`src/rtl/ecc_scalar_mult_seq_if.sv`:
```
// rtl/ecc_scalar_mult_seq_if.sv - operand, handshake and result bus of the scalar multiplier
interface ecc_scalar_mult_seq_if #(
  parameter int M   = 4,
  parameter int K_W = 4
);
  logic           start;
  logic [K_W-1:0] k;
  logic [M-1:0]   px;
  logic [M-1:0]   py;
  logic           p_inf;
  logic [M-1:0]   a;
  logic [M:0]     f;
  logic           busy;
  logic           done;
  logic [M-1:0]   qx;
  logic [M-1:0]   qy;
  logic           q_inf;

  modport master (
    output start, k, px, py, p_inf, a, f,
    input  busy, done, qx, qy, q_inf
  );

  modport slave (
    input  start, k, px, py, p_inf, a, f,
    output busy, done, qx, qy, q_inf
  );
endinterface

```
`src/rtl/ecc_scalar_mult_seq.sv`:
```
// rtl/ecc_scalar_mult_seq.sv - sequential Q = k*P over GF(2^M), left-to-right double-and-add
// One shared point datapath; inversion by Fermat squaring chain, one step per clock.
module ecc_scalar_mult_seq #(
  parameter int M   = 4,
  parameter int K_W = 4
) (
  input logic                clock,
  input logic                reset,
  ecc_scalar_mult_seq_if.slave bus
);
  localparam int IDX_W = (K_W > 1) ? $clog2(K_W) : 1;
  localparam int CNT_W = (M > 2) ? $clog2(M - 1) : 1;
  localparam logic [M-1:0] ONE = M'(1);

  typedef enum logic [3:0] {
    S_IDLE, S_LOAD, S_SCAN, S_DBL, S_INV, S_DBL_FIN,
    S_CHK, S_ADD, S_ADD_FIN, S_NEXT, S_DONE
  } state_t;

  state_t         state_q, state_d;
  logic [K_W-1:0] k_q, k_d;
  logic [M-1:0]   px_q, px_d, py_q, py_d, a_q, a_d;
  logic [M:0]     f_q, f_d;
  logic           pinf_q, pinf_d;
  logic [IDX_W-1:0] idx_q, idx_d;
  logic [M-1:0]   rx_q, rx_d, ry_q, ry_d;
  logic           rinf_q, rinf_d;
  logic [M-1:0]   inv_t_q, inv_t_d, inv_r_q, inv_r_d;
  logic [CNT_W-1:0] inv_cnt_q, inv_cnt_d;
  logic           inv_add_q, inv_add_d;
  logic           add_dbl_q, add_dbl_d;
  logic [M-1:0]   qx_q, qx_d, qy_q, qy_d;
  logic           qinf_q, qinf_d;

  // MSB-first shift-and-add multiply, reducing by f after every shift
  function automatic logic [M-1:0] gf_mul(input logic [M-1:0] x, input logic [M-1:0] y,
                                          input logic [M:0] fp);
    logic [M-1:0] acc;
    acc = '0;
    for (int i = M - 1; i >= 0; i--) begin
      acc = {acc[M-2:0], 1'b0} ^ ({M{acc[M-1] & fp[M]}} & fp[M-1:0]);
      if (y[i]) acc = acc ^ x;
    end
    return acc;
  endfunction

  logic [M-1:0] t_sq, r_next, rx_sq;
  logic [M-1:0] dbl_lam, dbl_x3, dbl_y3;
  logic [M-1:0] add_lam, add_x3, add_y3;
  logic         dbl_trivial, add_needs_inv, last_inv;

  assign t_sq    = gf_mul(inv_t_q, inv_t_q, f_q);
  assign r_next  = gf_mul(inv_r_q, t_sq, f_q);
  assign rx_sq   = gf_mul(rx_q, rx_q, f_q);
  // inv_r_q holds the inverse of whichever operand the last INV run was seeded with
  assign dbl_lam = rx_q ^ gf_mul(ry_q, inv_r_q, f_q);
  assign dbl_x3  = gf_mul(dbl_lam, dbl_lam, f_q) ^ dbl_lam ^ a_q;
  assign dbl_y3  = rx_sq ^ gf_mul(dbl_lam ^ ONE, dbl_x3, f_q);
  assign add_lam = gf_mul(ry_q ^ py_q, inv_r_q, f_q);
  assign add_x3  = gf_mul(add_lam, add_lam, f_q) ^ add_lam ^ rx_q ^ px_q ^ a_q;
  assign add_y3  = gf_mul(add_lam, rx_q ^ add_x3, f_q) ^ add_x3 ^ ry_q;

  assign dbl_trivial   = rinf_q || (rx_q == '0);
  assign add_needs_inv = !rinf_q && !pinf_q &&
                         ((rx_q != px_q) || ((ry_q == py_q) && (rx_q != '0)));
  assign last_inv      = (inv_cnt_q == CNT_W'(M - 2));

  always_ff @(posedge clock) begin
    if (reset) state_q <= S_IDLE;
    else       state_q <= state_d;
  end

  always_comb begin
    state_d = state_q;
    unique case (state_q)
      S_IDLE:    if (bus.start) state_d = S_LOAD;
      S_LOAD:    state_d = S_SCAN;
      S_SCAN:    state_d = S_DBL;
      S_DBL:     state_d = dbl_trivial ? S_CHK : S_INV;
      S_INV:     if (last_inv) state_d = inv_add_q ? S_ADD_FIN : S_DBL_FIN;
      S_DBL_FIN: state_d = S_CHK;
      S_CHK:     state_d = k_q[idx_q] ? S_ADD : S_NEXT;
      S_ADD:     state_d = add_needs_inv ? S_INV : S_NEXT;
      S_ADD_FIN: state_d = S_NEXT;
      S_NEXT:    state_d = (idx_q == '0) ? S_DONE : S_SCAN;
      S_DONE:    state_d = S_IDLE;
      default:   state_d = S_IDLE;
    endcase
  end

  always_comb begin
    bus.busy = (state_q != S_IDLE);
    bus.done = (state_q == S_DONE);
  end

  assign bus.qx    = qx_q;
  assign bus.qy    = qy_q;
  assign bus.q_inf = qinf_q;

  always_comb begin
    k_d = k_q;  px_d = px_q;  py_d = py_q;  pinf_d = pinf_q;  a_d = a_q;  f_d = f_q;
    idx_d = idx_q;  rx_d = rx_q;  ry_d = ry_q;  rinf_d = rinf_q;
    inv_t_d = inv_t_q;  inv_r_d = inv_r_q;  inv_cnt_d = inv_cnt_q;
    inv_add_d = inv_add_q;  add_dbl_d = add_dbl_q;
    qx_d = qx_q;  qy_d = qy_q;  qinf_d = qinf_q;
    unique case (state_q)
      S_IDLE: begin
        if (bus.start) begin
          k_d = bus.k;  px_d = bus.px;  py_d = bus.py;
          pinf_d = bus.p_inf;  a_d = bus.a;  f_d = bus.f;
        end
      end
      S_LOAD: begin
        idx_d = IDX_W'(K_W - 1);
        rx_d = '0;  ry_d = '0;  rinf_d = 1'b1;
      end
      S_DBL: begin
        if (dbl_trivial) begin
          rx_d = '0;  ry_d = '0;  rinf_d = 1'b1;
        end else begin
          inv_t_d = rx_q;  inv_r_d = ONE;  inv_cnt_d = '0;  inv_add_d = 1'b0;
        end
      end
      S_INV: begin
        inv_t_d   = t_sq;
        inv_r_d   = r_next;
        inv_cnt_d = inv_cnt_q + CNT_W'(1);
      end
      S_DBL_FIN: begin
        rx_d = dbl_x3;  ry_d = dbl_y3;
      end
      S_ADD: begin
        if (rinf_q) begin
          rx_d = pinf_q ? '0 : px_q;  ry_d = pinf_q ? '0 : py_q;  rinf_d = pinf_q;
        end else if (pinf_q) begin
          rinf_d = rinf_q;
        end else if (add_needs_inv) begin
          // equal x and y with x != 0 means R == P, so fall back to doubling R
          add_dbl_d = (rx_q == px_q);
          inv_t_d   = (rx_q == px_q) ? rx_q : (rx_q ^ px_q);
          inv_r_d   = ONE;  inv_cnt_d = '0;  inv_add_d = 1'b1;
        end else begin
          rx_d = '0;  ry_d = '0;  rinf_d = 1'b1;
        end
      end
      S_ADD_FIN: begin
        rx_d = add_dbl_q ? dbl_x3 : add_x3;
        ry_d = add_dbl_q ? dbl_y3 : add_y3;
      end
      S_NEXT: begin
        if (idx_q == '0) begin
          qx_d   = rinf_q ? '0 : rx_q;
          qy_d   = rinf_q ? '0 : ry_q;
          qinf_d = rinf_q;
        end else begin
          idx_d = idx_q - IDX_W'(1);
        end
      end
      default: begin
        rinf_d = rinf_q;
      end
    endcase
  end

  always_ff @(posedge clock) begin
    if (reset) begin
      k_q <= '0;  px_q <= '0;  py_q <= '0;  pinf_q <= 1'b0;  a_q <= '0;  f_q <= '0;
      idx_q <= '0;  rx_q <= '0;  ry_q <= '0;  rinf_q <= 1'b0;
      inv_t_q <= '0;  inv_r_q <= '0;  inv_cnt_q <= '0;
      inv_add_q <= 1'b0;  add_dbl_q <= 1'b0;
      qx_q <= '0;  qy_q <= '0;  qinf_q <= 1'b1;
    end else begin
      k_q <= k_d;  px_q <= px_d;  py_q <= py_d;  pinf_q <= pinf_d;  a_q <= a_d;  f_q <= f_d;
      idx_q <= idx_d;  rx_q <= rx_d;  ry_q <= ry_d;  rinf_q <= rinf_d;
      inv_t_q <= inv_t_d;  inv_r_q <= inv_r_d;  inv_cnt_q <= inv_cnt_d;
      inv_add_q <= inv_add_d;  add_dbl_q <= add_dbl_d;
      qx_q <= qx_d;  qy_q <= qy_d;  qinf_q <= qinf_d;
    end
  end
endmodule

```
`src/flat_wrapper.sv`:
```
// flat-port wrapper written by rule: the top's interface ports become plain ports
module ecc_scalar_mult_seq_flat 
#(
  parameter int M   = 4,
  parameter int K_W = 4
)
  (clock, reset, bus_start, bus_k, bus_px, bus_py, bus_p_inf, bus_a, bus_f, bus_busy, bus_done, bus_qx, bus_qy, bus_q_inf);
  ecc_scalar_mult_seq_if #(.M(M), .K_W(K_W)) bus_i ();
  input logic clock;
  input logic reset;
  input wire logic [$bits(bus_i.start)-1:0] bus_start;
  input wire logic [$bits(bus_i.k)-1:0] bus_k;
  input wire logic [$bits(bus_i.px)-1:0] bus_px;
  input wire logic [$bits(bus_i.py)-1:0] bus_py;
  input wire logic [$bits(bus_i.p_inf)-1:0] bus_p_inf;
  input wire logic [$bits(bus_i.a)-1:0] bus_a;
  input wire logic [$bits(bus_i.f)-1:0] bus_f;
  output wire logic [$bits(bus_i.busy)-1:0] bus_busy;
  output wire logic [$bits(bus_i.done)-1:0] bus_done;
  output wire logic [$bits(bus_i.qx)-1:0] bus_qx;
  output wire logic [$bits(bus_i.qy)-1:0] bus_qy;
  output wire logic [$bits(bus_i.q_inf)-1:0] bus_q_inf;
  assign bus_i.start = bus_start;
  assign bus_i.k = bus_k;
  assign bus_i.px = bus_px;
  assign bus_i.py = bus_py;
  assign bus_i.p_inf = bus_p_inf;
  assign bus_i.a = bus_a;
  assign bus_i.f = bus_f;
  assign bus_busy = bus_i.busy;
  assign bus_done = bus_i.done;
  assign bus_qx = bus_i.qx;
  assign bus_qy = bus_i.qy;
  assign bus_q_inf = bus_i.q_inf;
  ecc_scalar_mult_seq #(.M(M), .K_W(K_W)) u_core (.clock(clock), .reset(reset), .bus(bus_i));
endmodule
```
`config.mk`:
```
export PLATFORM = sky130hd
export DESIGN_NAME = ecc_scalar_mult_seq_flat
export DESIGN_NICKNAME = d
export VERILOG_FILES = /design/src/rtl/ecc_scalar_mult_seq_if.sv /design/src/rtl/ecc_scalar_mult_seq.sv /design/src/flat_wrapper.sv
export SDC_FILE = /design/constraint.sdc
export NUM_CORES = 1
export LEC_CHECK = 0
export CELL_PAD_IN_SITES_DETAIL_PLACEMENT = 0
export CELL_PAD_IN_SITES_GLOBAL_PLACEMENT = 2
export CORE_MARGIN = 10
export CORE_UTILIZATION = 37
export CTS_CLUSTER_DIAMETER = 40
export DETAILED_ROUTE_END_ITERATION = 16
export HOLD_SLACK_MARGIN = 0.02
export PLACE_DENSITY_LB_ADDON = 0.1
export SYNTH_ARGS = -nofsm -noshare
export SYNTH_HDL_FRONTEND = slang
export SYNTH_SLANG_ARGS = --single-unit
```
`constraint.sdc`:
```
create_clock -name clock -period 6.4 [get_ports clock]
set_input_delay 0.64 -clock clock [delete_from_list [all_inputs] [get_ports clock]]
set_output_delay 0.64 -clock clock [all_outputs]
set_load 0.005 [all_outputs]
```
==> impl_metrics.csv <==
group,metric,value,unit
sta,post-route-min-period,5.94,ns
sta,finalHoldViolations,0,
clocking,cts_tree,"yes",
synthesis,synthArstFlopShare,0,%
clocking,clkTransAtPathRegs,0.05,ns
sta,rsz0062_at_grt,"no",
clocking,holdBufCountCts,0,
critical_path,crit_path_end_kind,"flip-flop",
power_and_ir_drop,sequentialPowerShare,29.2,%
power_and_ir_drop,clockPowerShare,26.2,%
power_and_ir_drop,p_total,1.99,mW
place,gp_congestion,0.953,
cells_and_area,largest_register_ffs,5,
critical_path,cp_top_family,"simple AND/OR/NAND/NOR gates",
status,outcome,"completed",
clocking,cts_buffer_depth,2,
floorplanning,num_rows,50,
synthesis,syn_area_per_cell,7.38,um^2
power_and_ir_drop,swShare,44.3,%
hold_path,min_path_type,"flip-flop to flip-flop",
sta,worst_slack,0.459,ns
synthesis,yosys_warnings,0,
power_and_ir_drop,p_switching,0.883,mW
sta,slew_violations,0,
critical_path,path_class,"flip-flop to flip-flop",
floorplanning,die-area,25400,um^2
cells_and_area,top_register,"u_core.f_q",
cells_and_area,area.growth.synth_to_final,10.4,%
critical_path,cp-start-kind,"flip-flop",
clocking,cts_setup_buffers,0,
power_and_ir_drop,combPwrFrac,44.6,%
clocking,clk_latency,0.33,ns
critical_path,cp_slowest_cell,"dfxtp_1",
floorplanning,initial_utilization,38.1,%
cells_and_area,n_fill_cell,2017,
critical_path,worst-path-buf-inv,0,
clocking,h-tree-depth,3,
synthesis,syn_nets,1001,
drt,highest_layer,"met4",
critical_path,path_cells,"and2_1 -> nand3_1 -> xnor3_1 -> xnor2_1 -> xor2_1 -> nand2b_1 -> nor2_1 -> o211ai_1 -> a211oi_2 -> or4_1 -> o2111ai_1 -> o211ai_1 -> and4_1 -> o41ai_1 -> o221ai_1",
global_routing,grt_pass1_wl,41.2,mm
sta,fin_hold_ws,0.455,ns
floorplanning,coreArea,18900,um^2
synthesis,netlist_instances,974,
cells_and_area,fin_cells,1235,
power_and_ir_drop,irDropWorstVdd,0.281,mV
synthesis,synth.area.top_cells,"dfxtp_1 (16%), xnor2_1 (9.7%), nand2_1 (7.6%)",
critical_path,crit_arrival,6.11,ns
drt,dr.pass1.iters,5,
cells_and_area,diodes,0,
clocking,cts.sinks,58,
run,max-cap-violations,0,
place,dp.cells,1219,
sta,setup_viol,0,
place,hpwl,20.0,mm
global_routing,grt_pass1_vias,7066,
drt,drc,0,
drt,wire_per_inst,21.3,um
global_routing,grt_max_degree,58,
drt,wl_met1,11.8,mm
place,io_buffers,35,
synthesis,synth_ff_type,"dfxtp_1",
cells_and_area,nets,997,
critical_path,required,6.57,ns
floorplanning,die-height,159,um
drt,wl_met3,1.51,mm
clocking,clockRootBuffer,"clkbuf_16",
floorplanning,io_pins,36,
sta,skew,0.00480,ns
sta,tns,0,ns
synthesis,ys_seq_elements,58,
clocking,cts_made_buffers,9,
synthesis,ys_types,96,
floorplanning,die_x,159,um
drt,vias_per_cell,5.90,
place,place_ws,0.584,ns
power_and_ir_drop,p_leak,2.57,nW
synthesis,synth_top_area_cell,"dfxtp_1",
sta,fmax,168,MHz
drt,first_iter_violations,627,
sta,max_slew_margin,20.0,%
synthesis,yosysTopAreaCellShare,16.2,%
drt,vias,7289,
critical_path,cp_common_cell,"o211ai_1",
synthesis,syn_area,7190,um^2
sta,worst_pin_slew,1.19,ns
synthesis,synth-edff-count,0,
cells_and_area,drive_above_1_share,9.85,%
global_routing,antenna_found_initial,1,
clocking,cts_resized,0,
drt,wl_met2,12.4,mm
critical_path,cpPeakStageDelay,1.04,ns
global_routing,grt.total_usage,20.1,%
power_and_ir_drop,p_int,1.11,mW
global_routing,grt_overflow,0,
drt,ant_nets,0,
drt,wl,26.3,mm
critical_path,cp_max_fo,24,
sta,fin_crit_sh,92.8,%
power_and_ir_drop,power-per-cell-area,251,nW/um^2
synthesis,yosysSeqAreaShare,16.2,%
[synthesized netlist by cell type, drive strengths merged, types with 13 or more instances]
cell    number
a211oi      14
a21oi       93
and2        13
buf         25
clkbuf      46
dfxtp       58
inv         19
mux2i       17
nand2      147
nand3       32
nor2        78
nor3        30
nor3b       15
nor4        14
o211ai      18
o21ai       41
xnor2       91
xor2        30
[metrics by stage]
stage	cell area, um^2	utilization [%]
2_1_floorplan	7190	-
4_1_cts	7940	42.0
3_5_place_dp	7620	40.3
6_report	7940	42.0
5_1_grt	7940	42.0
3_3_place_gp	7620	40.3
[metal layers]
metal  track usage, %  up-vias
met1             26.1     3515
li1                 -     3511
met5                0        -
met4             6.49        0
met2             33.1      227
met3             3.25       36
[layout by cell type, fill, tap and decap left out, drive strengths merged, types with 30 or more instances in the layout]
cell type	count
clkdlybuf4s50	34
nor2	78
dfxtp	58
o21ai	41
nand2	147
nand3	32
xnor2	91
a21oi	93
xor2	30
nor3	30
[worst register-to-register path, cell delays in order, from the launching register on]
cell       delay, ns
dfxtp_1         1.04
and2_1          0.71
nand3_1         0.15
xnor3_1         0.52
xnor2_1         0.22
xor2_1          0.36
nand2b_1        0.19
nor2_1          0.06
o211ai_1        0.69
a211oi_2        0.15
or4_1           0.59
o2111ai_1       0.15
o211ai_1        0.17
and4_1          0.24
o41ai_1         0.38
o221ai_1        0.17
[logic make-up after synthesis]
| family | share of synthesized area [%] |
|---|---|
| and+or+nand+nor | 27.1 |
| muxes | 4.14 |
| AOI/OAI and AO/OA | 26.1 |
| DFF | 16.2 |
| xor gates and xnor gates | 19.4 |
| adders and majority gates | 0.348 |
| buffers and inverters | 6.74 |
[final timing paths]
| path | cells after the start | from | endpoint | slack (ns) |
|---|---|---|---|---|
| setup / recovery | 15 | u_core.f_q[4]$_SDFFE_PP0P_ | u_core.ry_q[2]$_SDFFE_PP0P_ | 0.46 |
| hold / removal | 2 | u_core.bus.qx[1]$_SDFFE_PP0P_ | u_core.bus.qx[1]$_SDFFE_PP0P_ | 0.46 |
| setup reg to reg | 15 | u_core.f_q[4]$_SDFFE_PP0P_ | u_core.ry_q[2]$_SDFFE_PP0P_ | 0.46 |
| hold reg to reg | 2 | u_core.bus.qx[1]$_SDFFE_PP0P_ | u_core.bus.qx[1]$_SDFFE_PP0P_ | 0.46 |
[cell type report]
| class | instances | area, um^2 | share of cell area (%) |
|---|---|---|---|
| flip-flops and latches | 58 | 1160 | 14.6 |
| repair buffers | 57 | 510 | 6.43 |
| clock inverters | 5 | 77.6 | 0.977 |
| inverters | 20 | 75.1 | 0.946 |
| well taps | 260 | 325 | 4.10 |
| multi-input cells | 824 | 5540 | 69.9 |
| clock buffers | 11 | 243 | 3.06 |
[power by group through the flow]
stage / clock network, mW / logic, mW / registers (mW)
6_report: 0.522 / 0.888 / 0.582
5_1_grt: 0.553 / 0.975 / 0.594
4_1_cts: 0.534 / 0.884 / 0.581
3_5_place_dp: 0 / 0.879 / 0.588
3_3_place_gp: 0 / 0.872 / 0.586
2_1_floorplan: 0 / 0.745 / 0.458
Power figures use the tool's default switching activity.
